==> config.mk <==
export PLATFORM = sky130hd
export DESIGN_NAME = cache_line_refill_axi
export DESIGN_NICKNAME = d
export VERILOG_FILES = /design/src/rtl/cache_line_refill_axi.sv
export SDC_FILE = /design/constraint.sdc
export NUM_CORES = 1
export LEC_CHECK = 0
export CORE_MARGIN = 1
export CORE_UTILIZATION = 39
export CTS_CLUSTER_DIAMETER = 60
export DETAILED_ROUTE_END_ITERATION = 10
export PLACE_DENSITY = 0.85
export REMOVE_ABC_BUFFERS = 1
export SETUP_SLACK_MARGIN = 0.02
export SLEW_MARGIN = 20
export SYNTH_ARGS = -nofsm -noshare
export SYNTH_HDL_FRONTEND = slang
export SYNTH_SLANG_ARGS = --single-unit
==> constraint.sdc <==
create_clock -name clk -period 2.4 [get_ports clk]
set_input_delay 0.48 -clock clk [delete_from_list [all_inputs] [get_ports clk]]
set_output_delay 0.48 -clock clk [all_outputs]
set_load 0.02 [all_outputs]
==> src/rtl/cache_line_refill_axi.sv <==
// Cache line refill engine: fetches one cache line over AXI4-Lite as a
// sequence of single-word reads with a bounded number in flight, streams
// each returned word with its index into the data array, and reports one
// aggregated response when the line is complete.
//
// Handshake semantics (all channels): a transfer happens on a rising clock
// edge where valid and ready are both 1. Once this block raises a valid, the
// valid and its payload stay stable until the matching ready is seen.
// This block's valid outputs never depend combinationally on the partner's
// ready, and rready does not depend on rvalid.
module cache_line_refill_axi #(
    parameter  int ADDR_WIDTH      = 32,
    parameter  int DATA_WIDTH      = 32,
    parameter  int LINE_BYTES      = 16,
    parameter  int MAX_OUTSTANDING = 2,
    localparam int BPW             = DATA_WIDTH / 8,
    localparam int WORDS           = LINE_BYTES / BPW,
    localparam int IDX_W           = (WORDS > 1) ? $clog2(WORDS) : 1
) (
    input  logic                  clk,
    input  logic                  rst,
    input  logic                  fill_req_valid,
    output logic                  fill_req_ready,
    input  logic [ADDR_WIDTH-1:0] fill_req_addr,
    output logic                  fill_word_valid,
    output logic [IDX_W-1:0]      fill_word_idx,
    output logic [DATA_WIDTH-1:0] fill_word_data,
    output logic                  fill_done,
    output logic [1:0]            fill_resp,
    output logic [ADDR_WIDTH-1:0] araddr,
    output logic                  arvalid,
    input  logic                  arready,
    input  logic [DATA_WIDTH-1:0] rdata,
    input  logic [1:0]            rresp,
    input  logic                  rvalid,
    output logic                  rready,
    output logic                  state_dbg
);

    localparam int CNT_W = $clog2(WORDS + 1);
    localparam int OUT_W = $clog2(MAX_OUTSTANDING + 1);

    localparam logic [CNT_W-1:0]      WORDS_C   = CNT_W'(WORDS);
    localparam logic [CNT_W-1:0]      LAST_C    = CNT_W'(WORDS - 1);
    localparam logic [OUT_W-1:0]      MAX_OUT_C = OUT_W'(MAX_OUTSTANDING);
    localparam logic [ADDR_WIDTH-1:0] LINE_MASK = ~ADDR_WIDTH'(LINE_BYTES - 1);
    localparam logic [ADDR_WIDTH-1:0] BPW_C     = ADDR_WIDTH'(BPW);

    typedef enum logic {
        IDLE = 1'b0,
        FILL = 1'b1
    } state_t;

    state_t                state;
    state_t                state_nxt;
    logic [ADDR_WIDTH-1:0] base;
    logic [CNT_W-1:0]      ar_cnt;
    logic [CNT_W-1:0]      r_cnt;
    logic [OUT_W-1:0]      outstanding;
    logic [1:0]            resp_sticky;
    logic                  accept;
    logic                  ar_hs;
    logic                  r_hs;
    logic                  last_beat;

    // Next-state logic and the combinational AXI controls.
    always_comb begin
        state_nxt = state;
        arvalid   = 1'b0;
        rready    = 1'b0;
        accept    = 1'b0;
        case (state)
            IDLE: begin
                accept = fill_req_valid && fill_req_ready;
                if (accept) begin
                    state_nxt = FILL;
                end
            end
            FILL: begin
                rready = 1'b1;
                // Only registered counters feed arvalid, so it cannot
                // drop before arready: outstanding can only shrink meanwhile.
                arvalid = (ar_cnt < WORDS_C) && (outstanding < MAX_OUT_C);
                if (rvalid && (r_cnt == LAST_C)) begin
                    state_nxt = IDLE;
                end
            end
            default: state_nxt = IDLE;
        endcase
    end

    assign ar_hs     = arvalid && arready;
    assign r_hs      = rvalid && rready;
    assign last_beat = r_hs && (r_cnt == LAST_C);
    // Base is line aligned, so the offset never carries out of the line.
    assign araddr    = base + (ADDR_WIDTH'(ar_cnt) * BPW_C);
    assign state_dbg = (state == FILL);

    // State register.
    always_ff @(posedge clk or posedge rst) begin
        if (rst) begin
            state <= IDLE;
        end else begin
            state <= state_nxt;
        end
    end

    // Request ready: registered so it is 0 in reset and in the done cycle,
    // and rises one edge after the engine has settled in IDLE.
    always_ff @(posedge clk or posedge rst) begin
        if (rst) begin
            fill_req_ready <= 1'b0;
        end else begin
            fill_req_ready <= (state == IDLE) && (state_nxt == IDLE);
        end
    end

    // Line base, issue/return counters, in-flight count and sticky response.
    always_ff @(posedge clk or posedge rst) begin
        if (rst) begin
            base        <= '0;
            ar_cnt      <= '0;
            r_cnt       <= '0;
            outstanding <= '0;
            resp_sticky <= 2'b00;
        end else if (accept) begin
            base        <= fill_req_addr & LINE_MASK;
            ar_cnt      <= '0;
            r_cnt       <= '0;
            outstanding <= '0;
            resp_sticky <= 2'b00;
        end else begin
            if (ar_hs) begin
                ar_cnt <= ar_cnt + CNT_W'(1);
            end
            if (r_hs) begin
                r_cnt <= r_cnt + CNT_W'(1);
                // The first error wins; later errors are ignored.
                if (resp_sticky == 2'b00) begin
                    resp_sticky <= rresp;
                end
            end
            case ({ar_hs, r_hs})
                2'b10:   outstanding <= outstanding + OUT_W'(1);
                2'b01:   outstanding <= outstanding - OUT_W'(1);
                default: outstanding <= outstanding;
            endcase
        end
    end

    // Word stream and line completion pulses, one cycle after each R beat.
    always_ff @(posedge clk or posedge rst) begin
        if (rst) begin
            fill_word_valid <= 1'b0;
            fill_word_idx   <= '0;
            fill_word_data  <= '0;
            fill_done       <= 1'b0;
            fill_resp       <= 2'b00;
        end else begin
            fill_word_valid <= r_hs;
            fill_done       <= last_beat;
            if (r_hs) begin
                fill_word_idx  <= r_cnt[IDX_W-1:0];
                fill_word_data <= rdata;
            end
            if (last_beat) begin
                fill_resp <= (resp_sticky != 2'b00) ? resp_sticky : rresp;
            end
        end
    end

endmodule

# Word level (Yosys, flattened, before mapping)
# Index checks and enable logic that the tools add are counted.
[classes] muxes=16 bitwise=2 eq_ne=3 add_sub_neg=5 n_reduce_logical=14 magnitude_cmp=2
[ops] operator="$add A32 B5 Y32" count=1
[ops] operator="$mux W3" count=4
[ops] operator="$mux W2" count=5
[ops] operator="$reduce_bool A2 Y1" count=4
[ops] operator="$logic_and A1 B1 Y1" count=7
[ops] operator="$add A3 B1 Y3 const B" count=2
[ops] operator="$mux W1" count=5
[ops] operator="$pmux W2 S2" count=1
[ops] operator="$eq A3 B2 Y1 const B" count=1
[ops] operator="$lt A3 B3 Y1 const B" count=1
[ops] operator="$reduce_bool A3 Y1" count=1
[ops] operator="$add A2 B1 Y2 const B" count=1
[ops] operator="$eq A2 B1 Y1 const B" count=1
[ops] operator="$eq A2 B2 Y1 const B" count=1
[ops] operator="$logic_not A2 Y1" count=1
[ops] operator="$lt A2 B2 Y1 const B" count=1
[ops] operator="$not A1 Y1" count=2
[ops] operator="$pmux W1 S2" count=1
[ops] operator="$reduce_and A2 Y1" count=1
[ops] operator="$sub A2 B1 Y2 const B" count=1
[totals] elab_cells=54 out_inout_bits=74 register_bits=78

# Depth between registers and ports, before layout
# Gate-level depths: netlist of run 1.
[logic_depth] depth_word=7 mapped_depth=7

# Least setup slack after synthesis of run 1
# OpenSTA, ideal clock, no wires.
[synth_path] path_kind="reg2out" from="register ar_cnt[2]" to="output araddr[22]" n_path_buf=1 stages_incl_launch_ff=8 arrival_ps=1850 slack_ps=70 path_cell_list="dfrtp_1 > ha_1 > ha_1 > and4_1 > clkbuf_2 > nor4b_4 > nand3_1 > xnor2_1"
[synth_between] elab_chain_len=1
[synth_lines] element="from (decl)" line_no="57" source="logic [CNT_W-1:0] ar_cnt;"
[synth_lines] element="from (signal assigned)" line_no="134" source="ar_cnt <= ar_cnt + CNT_W'(1);"
[synth_lines] element="$add A32 B5 Y32" line_no="96" source="assign araddr = base + (ADDR_WIDTH'(ar_cnt) * BPW_C);"
[synth_lines] element="to (decl)" line_no="30" source="output logic [ADDR_WIDTH-1:0] araddr,"
# No other way between the ends.

# Worst setup path after layout of run 1
[layout_path] from="register ar_cnt[2]" to="output araddr[24]"
# Same word-level chain as after synthesis.

==> results of run 1 <==
==> Yosys cell counts, drive strengths merged, types with 2 or more instances <==
cell type	n
nand4	8
a21oi	4
dfrtp	78
inv	6
ha	5
xor2	5
nor3	3
nand4b	2
nand2	203
nand3	13
and4	2
xnor2	23
nor2b	2
and3	3
nor4	2
buf	7
nor2	13
o21ai	8
clkbuf	15
==> repair_timing <==
| action | CTS | global route |
|---|---|---|
| pin swaps | 6 | 21 |
| resized for setup | 123 | 33 |
| buffers inserted | 4 | 11 |
| endpoints found under the setup margin | 26 | 23 |
==> worst reg2reg max path, stage by stage, from the launching register on <==
cell     delay, ns
dfrtp_1       0.46
or2_2         0.57
a31oi_1       0.30
o21ai_0       0.12
==> layout make-up <==
type	count	area, sq um
flip-flops and latches	78	1952
well taps	108	135.1
clock inverters	6	92.59
inverters	6	23.77
clock buffers	10	127.6
repair buffers	183	1692
multi-input cells	306	1668
fillers	694	3115
==> routing by layer <==
layer  routed length (um)  up-vias  GRT usage, %  share of wire [%]
met3                  832       10         6.586                8.6
met4                  131        0         7.809                1.4
li1                     -     1639             -                  -
met1                 3928     1567         25.20                 41
met2                 4747      121         34.45                 49
met5                    0        -             0                  0
==> sequential cells by signal, indices dropped and copies added (netlist names) <==
register,count
resp_sticky,2
fill_word_valid,1
fill_req_ready,1
outstanding,2
ar_cnt,3
fill_resp,2
base,28
r_cnt,3
fill_word_idx,2
fill_word_data,32
fill_done,1
state_dbg,1
==> cells by family (layout without fill, tap and decap cells) <==
group / after synthesis / after routing
AOI/OAI and AO/OA: 13 / 13
xor gates and xnor gates: 28 / 28
adders and majority gates: 5 / 5
buffers and inverters: 28 / 205
DFF: 78 / 78
muxes: 2 / 2
other: 1 / 2
and+or+nand+nor: 256 / 256
==> cell usage in the layout, fill, tap and decap left out, drive strengths merged, types with 3 or more instances in the layout <==
cell / Yosys / final
ha: 5 / 5
dfrtp: 78 / 78
nand2: 203 / 203
inv: 6 / 7
and3: 3 / 3
nand3: 13 / 13
nor2: 13 / 13
clkbuf: 15 / 11
buf: 7 / 67
xor2: 5 / 5
xnor2: 23 / 23
nor3: 3 / 3
o21ai: 8 / 8
a21oi: 4 / 4
dlygate4sd2: 0 / 3
nand4: 8 / 8
clkdlybuf4s50: 0 / 112
==> metrics by stage <==
step                cells  hold WS (ns)  TNS (ns)  area, sq um  power [uW]
floorplan             390        0.4523    -6.882         3497        3994
global placement      667        0.4562    -2.342         5288        5666
detailed placement    667        0.4633    -3.296         5288        5802
CTS                   687        0.4221   -0.9760         5520        6834
global route          697        0.4457    -1.944         5690        7371
finish                697        0.4270   -0.6776         5690        6922
==> worst max path at each step <==
stage | from | end | slack [ns] | cells past startpoint
2_1_floorplan | state_dbg$_DFF_PP0_ | fill_resp[0]$_DFFE_PP0P_ | -0.23 | 5
3_3_place_gp | base[4]$_DFFE_PP0P_ | araddr[22] | -0.26 | 7
3_5_place_dp | ar_cnt[2]$_DFFE_PP0P_ | araddr[22] | -0.28 | 7
4_1_cts | base[4]$_DFFE_PP0P_ | araddr[24] | -0.22 | 8
5_1_grt | ar_cnt[2]$_DFFE_PP0P_ | araddr[22] | -0.24 | 8
6_report | ar_cnt[2]$_DFFE_PP0P_ | araddr[24] | -0.15 | 8
==> where the power goes <==
| part | internal [uW] | switching, uW | total (uW) | leakage (uW) |
|---|---|---|---|---|
| clock | 593 | 492 | 1090 | 0.000104 |
| combinational | 1650 | 1840 | 3490 | 0.00174 |
| sequential | 1890 | 463 | 2350 | 0.000962 |
| total | 4130 | 2790 | 6920 | 0.00281 |
==> out/qor.yml, run 1 <==
synthesis:
  syn_area_sq_mm: 0.003598
  synth_fa_ha_area_share_pct: 1.739
  synth_top_family_by_area: "simple AND/OR/NAND/NOR gates"
  synthTopCellsByArea: "dfrtp_1 54%, nand2_1 21%, xnor2_1 5.6%, nand3_1 1.8%, ha_1 1.7%"
  synthArstFlopShare_pct: 100.0
  ys_dominant_reg_cell: "dfrtp_1"
  seq_area_frac_synth_pct: 54.24
  synthDistinctLibCells: 32
  post-synth-top-area-cell: "dfrtp_1"
  synth_edf_count: 0
  synth-compound-area-share_pct: 1.843
  ys_ff_latch: 78
  synth-xor-area-share_pct: 6.815
  synth_warnings: 0
  synth_top_area_share_pct: 54.24
  avgSynthCellArea_sq_um: 8.755
  synth-simple-area-share_pct: 31.12
  syn-instance-count: 411
  synth.area.mux_share_pct: 0.5911
placement:
  dp_slack_ns: -0.2835
  dp_hpwl_um: 6759
  io_buffers: 138
  place_congestion: 0.7811
floorplanning:
  dieArea_sq_mm: 0.009615
  die_w_um: 98.06
  io_pins: 145
  row_count: 34
  core-area_sq_mm: 0.008806
  start_util_pct: 40.86
  die_h_um: 98.06
sta:
  finalWorstPathRequiredPeriod_ns: 2.551
  finalHoldViolations: 0
  fmax_mhz: 392.0
  rsz0062_at_grt: "yes"
  drv_slew: 0
  post-route-period-util_pct: 106.3
  timing.slew.headroom_pct: 59.62
  worst_slack_ns: -0.1509
  worstMarginPinSlew_ns: 0.6057
  setup_viol: 8
  final.setup_skew_ns: 0.009107
final_layout:
  area_growth_pct: 58.14
  fin_nets: 660
  drive_above_1_share_pct: 18.68
  post-route-util_pct: 64.62
  num_antenna_cells: 0
run_status:
  outcome: "finished, violations left"
  violations: "DRC, setup timing"
worst_setup_path:
  worstSetupPathType: "register to primary output"
  crit_family: "simple AND/OR/NAND/NOR gates"
  worstReg2RegStart: "state_dbg$_DFF_PP0_"
  crit_arrival_ns: 2.07
  required_ns: 1.92
  startpoint_type: "register"
  crit_chain: "ha_4 -> ha_4 -> and4_4 -> nor4b_4 -> buf_4 -> nand2_1 -> xnor2_2 -> buf_4"
  cp-end-kind: "primary output"
  r2r_setup_slack_ns: 0.82
  cp.buffers_inverters: 2
  slowest_delay_ns: 0.40
  cp_slowest_cell: "dfrtp_1"
  r2r-end: "outstanding[1]$_DFFE_PP0P_"
  worst-path-max-fanout: 3
  ff2ff_path_depth: 3
global_routing:
  grt_use_total_pct: 20.74
  grt_pass1_wl_um: 15790
  grt_overflow: 0
  antenna_found_initial: 0
  grt_pass1_vias: 3370
  grt_max_degree: 34
clocking:
  cts.sinks: 78
  numCtsBuffers: 9
  cts_tree: "done"
  clk_pin_slew_worst_paths_ns: 0.08
  htree_levels: 3
  hold_buffers: 0
  clk_latency_ns: 0.35
  root_buffer: "clkbuf_8"
  cts_buffer_depth: 2
route:
  first_iter_violations: 94
  first_pass_iters: 7
  routed_wl_um: 9641
  drcViolationCount: 8
  vias_per_cell: 4.788
  vias: 3337
  ant_nets: 0
  avgRoutedWirePerCell_um: 13.83
power:
  total_leakage_power_uw: 0.002811
  peakVddDrop_v: 0.0006465
  p_per_area_mw_per_mm2: 1216
job:
  drv_cap: 0
hold_path:
  hold_class: "input port to asynchronous set/reset pin"
No activity file was read; power rests on OpenSTA's default activity.
==> run 2, diff against run 1 <==
--- a/config.mk
+++ b/config.mk
@@ -5,7 +5,7 @@
 export SDC_FILE = /design/constraint.sdc
 export NUM_CORES = 1
 export LEC_CHECK = 0
-export CORE_MARGIN = 1
+export CORE_MARGIN = 3
 export CORE_UTILIZATION = 39
 export CTS_CLUSTER_DIAMETER = 60
 export DETAILED_ROUTE_END_ITERATION = 10
==> out/qor.yml, run 2 (synthesis gave the netlist of run 1 again) <==
final_layout:
  final_common_cell: "nand2_1"
  drive_above_1_share_pct: 17.79  # -0.89 points
  multi_input_area_sq_mm: 0.001654  # -0.83%
  final_cell_mix: "201 x nand2_1, 111 x clkdlybuf4s50_1, 78 x dfrtp_1"
  largest_reg_flops: 32  # unchanged
  nFillCells: 705  # +1.6%
  ff_latch_area_sq_mm: 0.001952  # unchanged
  fin_nets: 650  # -1.5%
  post-route-util_pct: 62.74  # -1.9 points
  num_antenna_cells: 0  # unchanged
  reg_top3: "fill_word_data (32), base (28)"
  area_growth_pct: 54.28
  fin_cells: 687  # -1.4%
  top_register: "fill_word_data"
run_status:
  violations: "setup timing"
  outcome: "finished, violations left"
route:
  vias: 3347  # +0.30%
  avgRoutedWirePerCell_um: 14.64  # +5.8%
  first_iter_violations: 84  # -11%
  drcViolationCount: 0  # -8
  ant_nets: 0  # unchanged
  routed_wl_um: 10060  # +4.3%
  vias_per_cell: 4.872  # +1.8%
  first_pass_iters: 4  # -3
sta:
  worstMarginPinSlew_ns: 0.6162  # +0.01050 ns
  drv_slew: 0  # unchanged
  timing.slew.headroom_pct: 58.92  # -0.70 points
  worst_slack_ns: -0.1927  # -0.04178 ns
  rsz0062_at_grt: "yes"
  final.setup_skew_ns: 0.007189  # -0.001919 ns
  finalHoldViolations: 0  # unchanged
  post-route-period-util_pct: 108.0  # +1.7 points
  finalWorstPathRequiredPeriod_ns: 2.593  # +0.04178 ns
  setup_viol: 11  # +3
  fmax_mhz: 385.7  # -1.6%
  setup-tns-final_ns: -1.072  # -0.3941 ns
worst_setup_path:
  worstReg2RegStart: "state_dbg$_DFF_PP0_"
  cp-end-kind: "primary output"
  worst-path-max-fanout: 4  # +1
  ff2ff_path_depth: 5  # +2
  required_ns: 1.92  # about the same
  r2r_setup_slack_ns: 0.90  # +0.08 ns
  worstSetupPathType: "register to primary output"
  r2r-end: "resp_sticky[1]$_DFFE_PP0P_"
  startpoint_type: "register"
  crit_arrival_ns: 2.11  # +0.04 ns
floorplanning:
  start_util_pct: 40.67  # -0.20 points
  dieArea_sq_mm: 0.01042  # +8.3%
  io_pins: 145  # unchanged
  core-area_sq_mm: 0.008848  # +0.48%
  die_h_um: 102.1  # +4.1%
  row_count: 34  # unchanged
  die_w_um: 102.1  # +4.1%
power:
  total_leakage_power_uw: 0.002706  # -3.7%
  peakVddDrop_v: 0.0005342  # -17%
  p_per_area_mw_per_mm2: 1196  # -1.7%
placement:
  dp_slack_ns: -0.2916  # -0.008091 ns
  dp_hpwl_um: 7378  # +9.2%
  io_buffers: 138  # unchanged
  dp_cells: 665  # -0.30%
  place_congestion: 0.9189  # +18%
clocking:
  cts.sinks: 78  # unchanged
  root_buffer: "clkbuf_8"
  clk_latency_ns: 0.33  # -0.02 ns
  htree_levels: 3  # unchanged
  cts_buffer_depth: 2  # unchanged
  cts_tree: "done"
  numCtsBuffers: 9  # unchanged
  hold_buffers: 0  # unchanged
  clk_pin_slew_worst_paths_ns: 0.08  # about the same
global_routing:
  grt_pass1_vias: 3434  # +1.9%
  grt_overflow: 0  # unchanged
  grt_pass1_wl_um: 15700  # -0.57%
  grt_max_degree: 43  # +26%
  antenna_found_initial: 0  # unchanged
  grt_use_total_pct: 19.32  # -1.4 points
hold_path:
  hold_class: "input port to asynchronous set/reset pin"
job:
  drv_cap: 0  # unchanged
[run 2: cell types whose count changed in the layout (fill, tap and decap cells not counted), sizes merged]
cell,previous run,this run
clkinvlp,2,3
clkbuf,11,14
bufinv,2,0
dlygate4sd2,3,2
inv,7,5
clkinv,1,4
buf,67,56
clkdlybuf4s50,112,111
[run 2: cell type report]
cell class / instances / share of cell area [%]
Multi-Input combinational cell: 306 / 29.79
Clock inverter: 6 / 0.6761
Inverter: 6 / 0.4282
Tap cell: 108 / 2.434
Sequential cell: 78 / 35.16
Timing Repair Buffer: 173 / 29.03
Clock buffer: 10 / 2.479
[run 2: timing repair]
item                       in CTS  in global routing
gates resized for setup       132                 32
setup buffers                   3                  3
setup endpoints to repair      26                 24
pin swaps                      13                 16
[run 2: worst max-delay path: stages (launching register included)]
cell	delay, ns
dfrtp_1	0.37
ha_2	0.19
buf_6	0.10
ha_4	0.12
and4_4	0.22
nor4b_4	0.29
nand2b_1	0.12
xnor2_1	0.19
buf_4	0.18
[run 2: worst max path at each step]
stage | start | to | slack, ns | cells after the start
finish | ar_cnt[2]$_DFFE_PP0P_ | araddr[20] | -0.19 | 8
global route | ar_cnt[2]$_DFFE_PP0P_ | araddr[20] | -0.29 | 8
CTS | base[4]$_DFFE_PP0P_ | araddr[22] | -0.21 | 8
detailed placement | base[4]$_DFFE_PP0P_ | araddr[18] | -0.29 | 7
global placement | base[4]$_DFFE_PP0P_ | araddr[22] | -0.22 | 7
floorplan | state_dbg$_DFF_PP0_ | fill_resp[0]$_DFFE_PP0P_ | -0.23 | 5
[run 2: power by group]
part	switching, uW	leakage, uW	total, uW	internal, uW
registers	459	0.000962	2350	1890
clock network	474	0.0000841	872	398
logic	1840	0.00166	3420	1580
total	2780	0.00271	6640	3860
[run 2: metrics by stage]
step | total power, uW | cell area (sq um) | hold slack (ns)
after floorplan | 3994 | 3497 | 0.4523
after global placement | 5664 | 5260 | 0.4568
after detailed placement | 5822 | 5260 | 0.4615
after CTS | 6648 | 5478 | 0.4425
after global routing | 7088 | 5552 | 0.4453
final | 6641 | 5552 | 0.4473
[run 2: metal layers]
| metal | up-vias | part of all wire, % | global-route usage [%] |
|---|---|---|---|
| li1 | 1614 | - | - |
| met1 | 1555 | 40 | 21.69 |
| met2 | 158 | 48 | 33.33 |
| met3 | 20 | 10 | 8.123 |
| met4 | 0 | 1.5 | 6.155 |
| met5 | - | 0 | 0 |
==> edit 1, RTL diff (flow settings as in run 1) <==
`ADDR_WIDTH`: 32 -> 16.
--- a/src/rtl/cache_line_refill_axi.sv
+++ b/src/rtl/cache_line_refill_axi.sv
@@ -10,5 +10,5 @@
 // ready, and rready does not depend on rvalid.
 module cache_line_refill_axi #(
-    parameter  int ADDR_WIDTH      = 32,
+    parameter  int ADDR_WIDTH      = 16,
     parameter  int DATA_WIDTH      = 32,
     parameter  int LINE_BYTES      = 16,
Ports: changed (resized araddr and fill_req_addr); port bits go from 145 to 113. No check against the original RTL was run, so the function may have changed too.
==> edit 1 against run 1 <==
The flow finishes with violations (DRC); area after synthesis down 27%; setup slack better by 230 ps; total power down 26%; sequential cell count down 16; register-to-register slack better by 80 ps; final area down 30%; non-clock buffer count down 71; wire length down 37%; critical path type unchanged; highest routed layer unchanged.
==> edit 1: results (changes against run 1) <==
set qor(synth.yosys.seq_area_share) 0.590 ;# +0.0472
set qor(grtUsageMet3) 0.0570 ;# -0.00882
set qor(gr-usage-met1) 0.216 ;# -0.0360
set qor(root_buffer_master) {clkbuf_8}
set qor(met2_usage) 0.303 ;# -0.0420
set qor(critical-path-top-delay-family) {buffers and inverters}
set qor(route.detailed.wl_per_inst_um) 13.2 ;# -4.6%
set qor(yosys.cell_types.count) 27 ;# -16%
set qor(buffer_ports.inserted) 106 ;# -23%
set qor(crit_path_end) {araddr[5]}
set qor(p_leak_nw) 1.92 ;# -32%
set qor(path_max_fanout) 3 ;# unchanged
set qor(dp_cells) 446 ;# -33%
set qor(worstHoldEndpoint) {fill_word_data[20]$_DFFE_PP0P_}
set qor(detailroute.via_count) 2189 ;# -34%
set qor(synth_xor_xnor_area_share) 0.0399 ;# -0.0282
set qor(hold_path.class) {flop to flop}
set qor(worstSetupStartpoint) {base[4]$_DFFE_PP0P_}
set qor(post_cts_buffers) 0 ;# -4
set qor(drt_iter0_drc) 91 ;# -3.2%
set qor(crit_path_max_incr_delay_ps) 590 ;# +190 ps
set qor(synthMuxAreaShare) 0.0552 ;# +0.0492
set qor(cp.arrival_ps) 1840 ;# -230 ps
set qor(grt_max_degree) 40 ;# +18%
set qor(syn_inst) 270 ;# -34%
set qor(hold_depth) 2
set qor(crit_path_top_delay_cell) {clkdlybuf4s50_1}
set qor(post-dp-hpwl_um) 4260 ;# -37%
set qor(ff2ff_path_depth) 2 ;# -1
set qor(reg.largest.list) {fill_word_data (32), base (12)}
set qor(fin_worst_skew_ps) 6.72 ;# -2.39 ps
set qor(failed_checks) {DRC}
set qor(insertion_delay_to_the_later_sink_of_the_worst_skew_pair_ps) 330 ;# -20 ps
set qor(post-route-period-util) 0.967 ;# -0.0963
set qor(residual_drc_count) 12 ;# +4
set qor(ant_nets) 0 ;# unchanged
set qor(worst_ir_drop_vdd_mv) 0.663 ;# +2.6%
set qor(detail_route.first_pass.iterations) 7 ;# unchanged
set qor(netlist_top_cells_count) {nand2_1, dfrtp_1, mux2_2}
set qor(placer_congestion) 0.781 ;# about the same
set qor(run_status) {finished, violations left}
set qor(share_of_layout_cells_above_drive_strength_1) 0.122 ;# -0.0647
set qor(synth-compound-area-share) 0.0214 ;# +0.00297
set qor(synth-main-ff-cell) {dfrtp_1}
set qor(gr-usage-all-layers) 0.181 ;# -0.0267
set qor(r2r-end) {base[8]$_DFFE_PP0P_}
set qor(wl_um) 6100 ;# -37%
set qor(finish.net_count) 440 ;# -33%
set qor(post_dp_cell_area_sq_um) 3760 ;# -29%
set qor(num-fill-cells) 553 ;# -20%
set qor(antenna_violations_before_repair) 0 ;# unchanged
set qor(top_cells_by_area_synth) {dfrtp_1, nand2_1, mux2_2}
set qor(placement.setup.worst_slack_ps) -9.43 ;# +274 ps
set qor(grt_first_pass_wirelength_um) 10100 ;# -36%
set qor(synthAdderAreaFrac) 0.0238 ;# +0.00639
set qor(setup.reg_to_reg.worst_slack_ps) 900 ;# +80 ps
[edit 1: changes by cell type after synthesis, sizes merged, moves of 3 or more]
cell	run 1	this run
nand2	203	113
xnor2	23	6
dfrtp	78	62
clkbuf	15	4
mux2	1	12
nand4	8	1
nand3	13	9
and3	3	0
buf	7	10
o21ai	8	5
[edit 1: layer usage]
layer	part of all wire	vias to the layer above
li1	-	1072
met1	0.40	1028
met2	0.50	78
met3	0.081	11
met4	0.015	0
met5	0	-
[edit 1: area by class of cell]
type / instances / area, sq um / share of cell area
clock buffers: 13 / 159 / 0.0397
clock inverters: 3 / 90.1 / 0.0225
inverters: 7 / 26.3 / 0.00657
multi-input cells: 188 / 1010 / 0.251
flip-flops and latches: 62 / 1550 / 0.388
well taps: 77 / 96.3 / 0.0241
repair buffers: 112 / 1070 / 0.268
[edit 1: per-stage QoR]
stage	setup TNS (ps)	utilization	hold WS [ps]	total power, W
floorplan	0	-	465	0.00296
global placement	0	0.585	457	0.00399
detailed placement	-9.43	0.585	461	0.00408
CTS	-32.8	0.626	479	0.00520
global route	0	0.623	503	0.00544
finish	0	0.623	475	0.00513
[edit 1: worst reg2reg max path: cells and delay by family (launching register included)]
kind	cells	cell delay, ps
simple gates	1	500
flops	1	480
mux	1	400
[edit 1: power breakdown]
| part | switching, W | leakage [nW] | internal [W] | total (W) |
|---|---|---|---|---|
| clock network | 0.000388 | 0.124 | 0.000748 | 0.00114 |
| logic | 0.00115 | 1.03 | 0.00105 | 0.00220 |
| registers | 0.000324 | 0.760 | 0.00148 | 0.00180 |
| total | 0.00186 | 1.92 | 0.00327 | 0.00513 |
[edit 1: timing repair]
item | CTS | global route
cloned | 0 | 0
setup endpoints to repair | 9 | 6
gates resized for setup | 20 | 12
==> edit 2, RTL diff (settings of run 1) <==
Without the edit above. Reset style: synchronous (`rst`), changed in 4 clocked blocks.
--- a/src/rtl/cache_line_refill_axi.sv
+++ b/src/rtl/cache_line_refill_axi.sv
@@ -98,5 +98,5 @@
 
     // State register.
-    always_ff @(posedge clk or posedge rst) begin
+    always_ff @(posedge clk) begin
         if (rst) begin
             state <= IDLE;
@@ -108,5 +108,5 @@
     // Request ready: registered so it is 0 in reset and in the done cycle,
     // and rises one edge after the engine has settled in IDLE.
-    always_ff @(posedge clk or posedge rst) begin
+    always_ff @(posedge clk) begin
         if (rst) begin
             fill_req_ready <= 1'b0;
@@ -117,5 +117,5 @@
 
     // Line base, issue/return counters, in-flight count and sticky response.
-    always_ff @(posedge clk or posedge rst) begin
+    always_ff @(posedge clk) begin
         if (rst) begin
             base        <= '0;
@@ -150,5 +150,5 @@
 
     // Word stream and line completion pulses, one cycle after each R beat.
-    always_ff @(posedge clk or posedge rst) begin
+    always_ff @(posedge clk) begin
         if (rst) begin
             fill_word_valid <= 1'b0;
Function: differs if rst is asserted again (counterexample within 4 cycles, from zero or initial values and one cycle with rst high); with rst held inactive, the same outputs for 10 cycles.
==> edit 2 against run 1 <==
Wire length grew 2.2%; the run ends with setup timing left; highest routed layer unchanged; sequential cell count did not move; setup slack got worse by 10 ps; die area down 7.2%; largest cell class is now multi-input gates; area after synthesis is 7.4% lower; final area is 4.1% lower.
Power is not compared: it rests on default switching activity, and its combinational part moved more than twofold at a synthesized area within 25%.
==> edit 2: results (changes against run 1) <==
set qor(run_status) {finished, violations left}
set qor(failed_checks) {setup timing}
set qor(cts.htree.levels) 3 ;# unchanged
set qor(placer_congestion) 0.866 ;# +11%
set qor(gr-usage-all-layers) 0.214 ;# +0.00678
set qor(path_max_fanout) 5 ;# +2
set qor(first_global_vias) 3386 ;# +0.47%
set qor(p_leak_nw) 2.23
set qor(root_buffer_master) {clkbuf_8}
set qor(fin_worst_skew_ps) 16.3 ;# +7.21 ps
set qor(synthMuxAreaShare) 0.00300 ;# -0.00291
set qor(route.detailed.wl_per_inst_um) 14.0 ;# +1.0%
set qor(share_of_layout_cells_above_drive_strength_1) 0.215 ;# +0.0282
set qor(grt_max_degree) 41 ;# +21%
set qor(worst_ir_drop_vdd_mv) 0.412
set qor(antenna_violations_before_repair) 0 ;# unchanged
set qor(top_cells_by_area_synth) {dfxtp_1, nand2_1, a21oi_1}
set qor(number_of_warnings_reported_in_the_yosys_synthesis_log) 0 ;# unchanged
set qor(synth_xor_xnor_area_share) 0.0815 ;# +0.0133
set qor(max-clock-path-buffers) 2 ;# unchanged
set qor(detail_route.first_pass.iterations) 4 ;# -3
set qor(synth.yosys.seq_area_share) 0.468 ;# -0.0740
set qor(yosys.cell_types.count) 31 ;# -3.1%
set qor(setup_violations) 17 ;# +9
set qor(finalSetupTns_ps) -1630 ;# -949 ps
set qor(clkSlewWorstSetupHoldPaths_ps) 80 ;# about the same
set qor(drt_iter0_drc) 63 ;# -33%
set qor(insertion_delay_to_the_later_sink_of_the_worst_skew_pair_ps) 330 ;# -20 ps
set qor(ff2ff_path_depth) 7 ;# +4
set qor(grt_first_pass_wirelength_um) 15100 ;# -4.5%
set qor(num-fill-cells) 653 ;# -5.9%
set qor(hold_depth) 2
set qor(finish.net_count) 673 ;# +2.0%
set qor(detailroute.via_count) 3500 ;# +4.9%
set qor(synth-compound-area-share) 0.107 ;# +0.0889
set qor(async_reset_ff_frac) 0 ;# -1.00
set qor(cts_inserted_buffers) 9 ;# unchanged
set qor(antennaDiodeCount) 0 ;# unchanged
set qor(postLayoutSetupSlackWorst_ps) -161 ;# -10.3 ps
set qor(netlist_top_cells_count) {nand2_1, dfxtp_1, a21oi_1}
set qor(post_dp_cell_area_sq_um) 5030 ;# -4.8%
set qor(hold_path.class) {flop to flop}
set qor(synthAdderAreaFrac) 0.0263 ;# +0.00889
set qor(synthToLayoutAreaGrowth_pct) 63.8
set qor(post-dp-hpwl_um) 6680 ;# -1.2%
edit 2: cell types whose count changed after synthesis, moves of 4 or more:
cell / change
xor2_1: +11
dfrtp_1: -78
nor2_1: +9
nor3_1: +4
a21oi_1: +63
dfxtp_1: +78
clkbuf_1: +8
nand2_1: -67
o21ai_0: -8
nand3_1: -6
xnor2_1: -8
edit 2: worst max-delay path: stages (launching register included):
cell and delay [ps]:
dfxtp_4 380, buf_6 110, ha_4 130, ha_4 140, nand3_4 80, or3_4 420
nor3_4 170, xor2_1 170, buf_4 160
edit 2: routing by layer:
| metal | global-route usage | part of all wire | vias up |
|---|---|---|---|
| li1 | - | - | 1717 |
| met3 | 0.0692 | 0.077 | 18 |
| met2 | 0.388 | 0.52 | 123 |
| met1 | 0.231 | 0.38 | 1642 |
| met5 | 0 | 0 | - |
| met4 | 0.0821 | 0.018 | 0 |
edit 2: timing repair:
| action | CTS | global route |
|---|---|---|
| pin swaps | 17 | 23 |
| setup buffers | 2 | 6 |
| resized for setup | 139 | 34 |
| endpoints found under the hold margin | 0 | 0 |
| setup endpoints to repair | 25 | 23 |
edit 2: area by class of cell:
| type | count | share of cell area |
|---|---|---|
| clock buffer | 10 | 0.0252 |
| sequential | 78 | 0.288 |
| tap | 105 | 0.0241 |
| multi-input combinational | 313 | 0.339 |
| clock inverter | 6 | 0.00825 |
| timing repair buffer | 188 | 0.313 |
| inverter | 5 | 0.00344 |
edit 2: worst paths after layout:
path / from / endpoint / slack (ps)
max: base[4]$_SDFFE_PP0P_ / araddr[24] / -160
min reg2reg: fill_word_data[24]$_SDFFE_PP0P_ / fill_word_data[24]$_SDFFE_PP0P_ / 460
max reg2reg: state_dbg$_SDFF_PP0_ / outstanding[1]$_SDFFE_PP0P_ / 540
min: fill_word_data[24]$_SDFFE_PP0P_ / fill_word_data[24]$_SDFFE_PP0P_ / 460
edit 2: metrics by stage:
step           power (W)  setup WS [ps]  std cells
2_1_floorplan    0.00158           -599        396
3_3_place_gp     0.00185           -352        682
3_5_place_dp     0.00186           -402        682
4_1_cts          0.00275           -192        700
5_1_grt          0.00286           -271        705
6_report         0.00273           -161        705
edit 2: cells by family after synthesis:
| kind of cell | count (synthesis) |
|---|---|
| adders and majority gates | 7 |
| and+or+nand+nor | 202 |
| muxes | 1 |
| other | 1 |
| buffers and inverters | 34 |
| DFF | 78 |
| AOI/OAI and AO/OA | 70 |
| xor gates and xnor gates | 31 |
edit 2: power breakdown:
group | switching, W | internal, W | total [W]
Combinational | 0.000226 | 0.000240 | 0.000466
Sequential | 0.0000313 | 0.00134 | 0.00137
Clock | 0.000482 | 0.000407 | 0.000889
Total | 0.000739 | 0.00199 | 0.00273
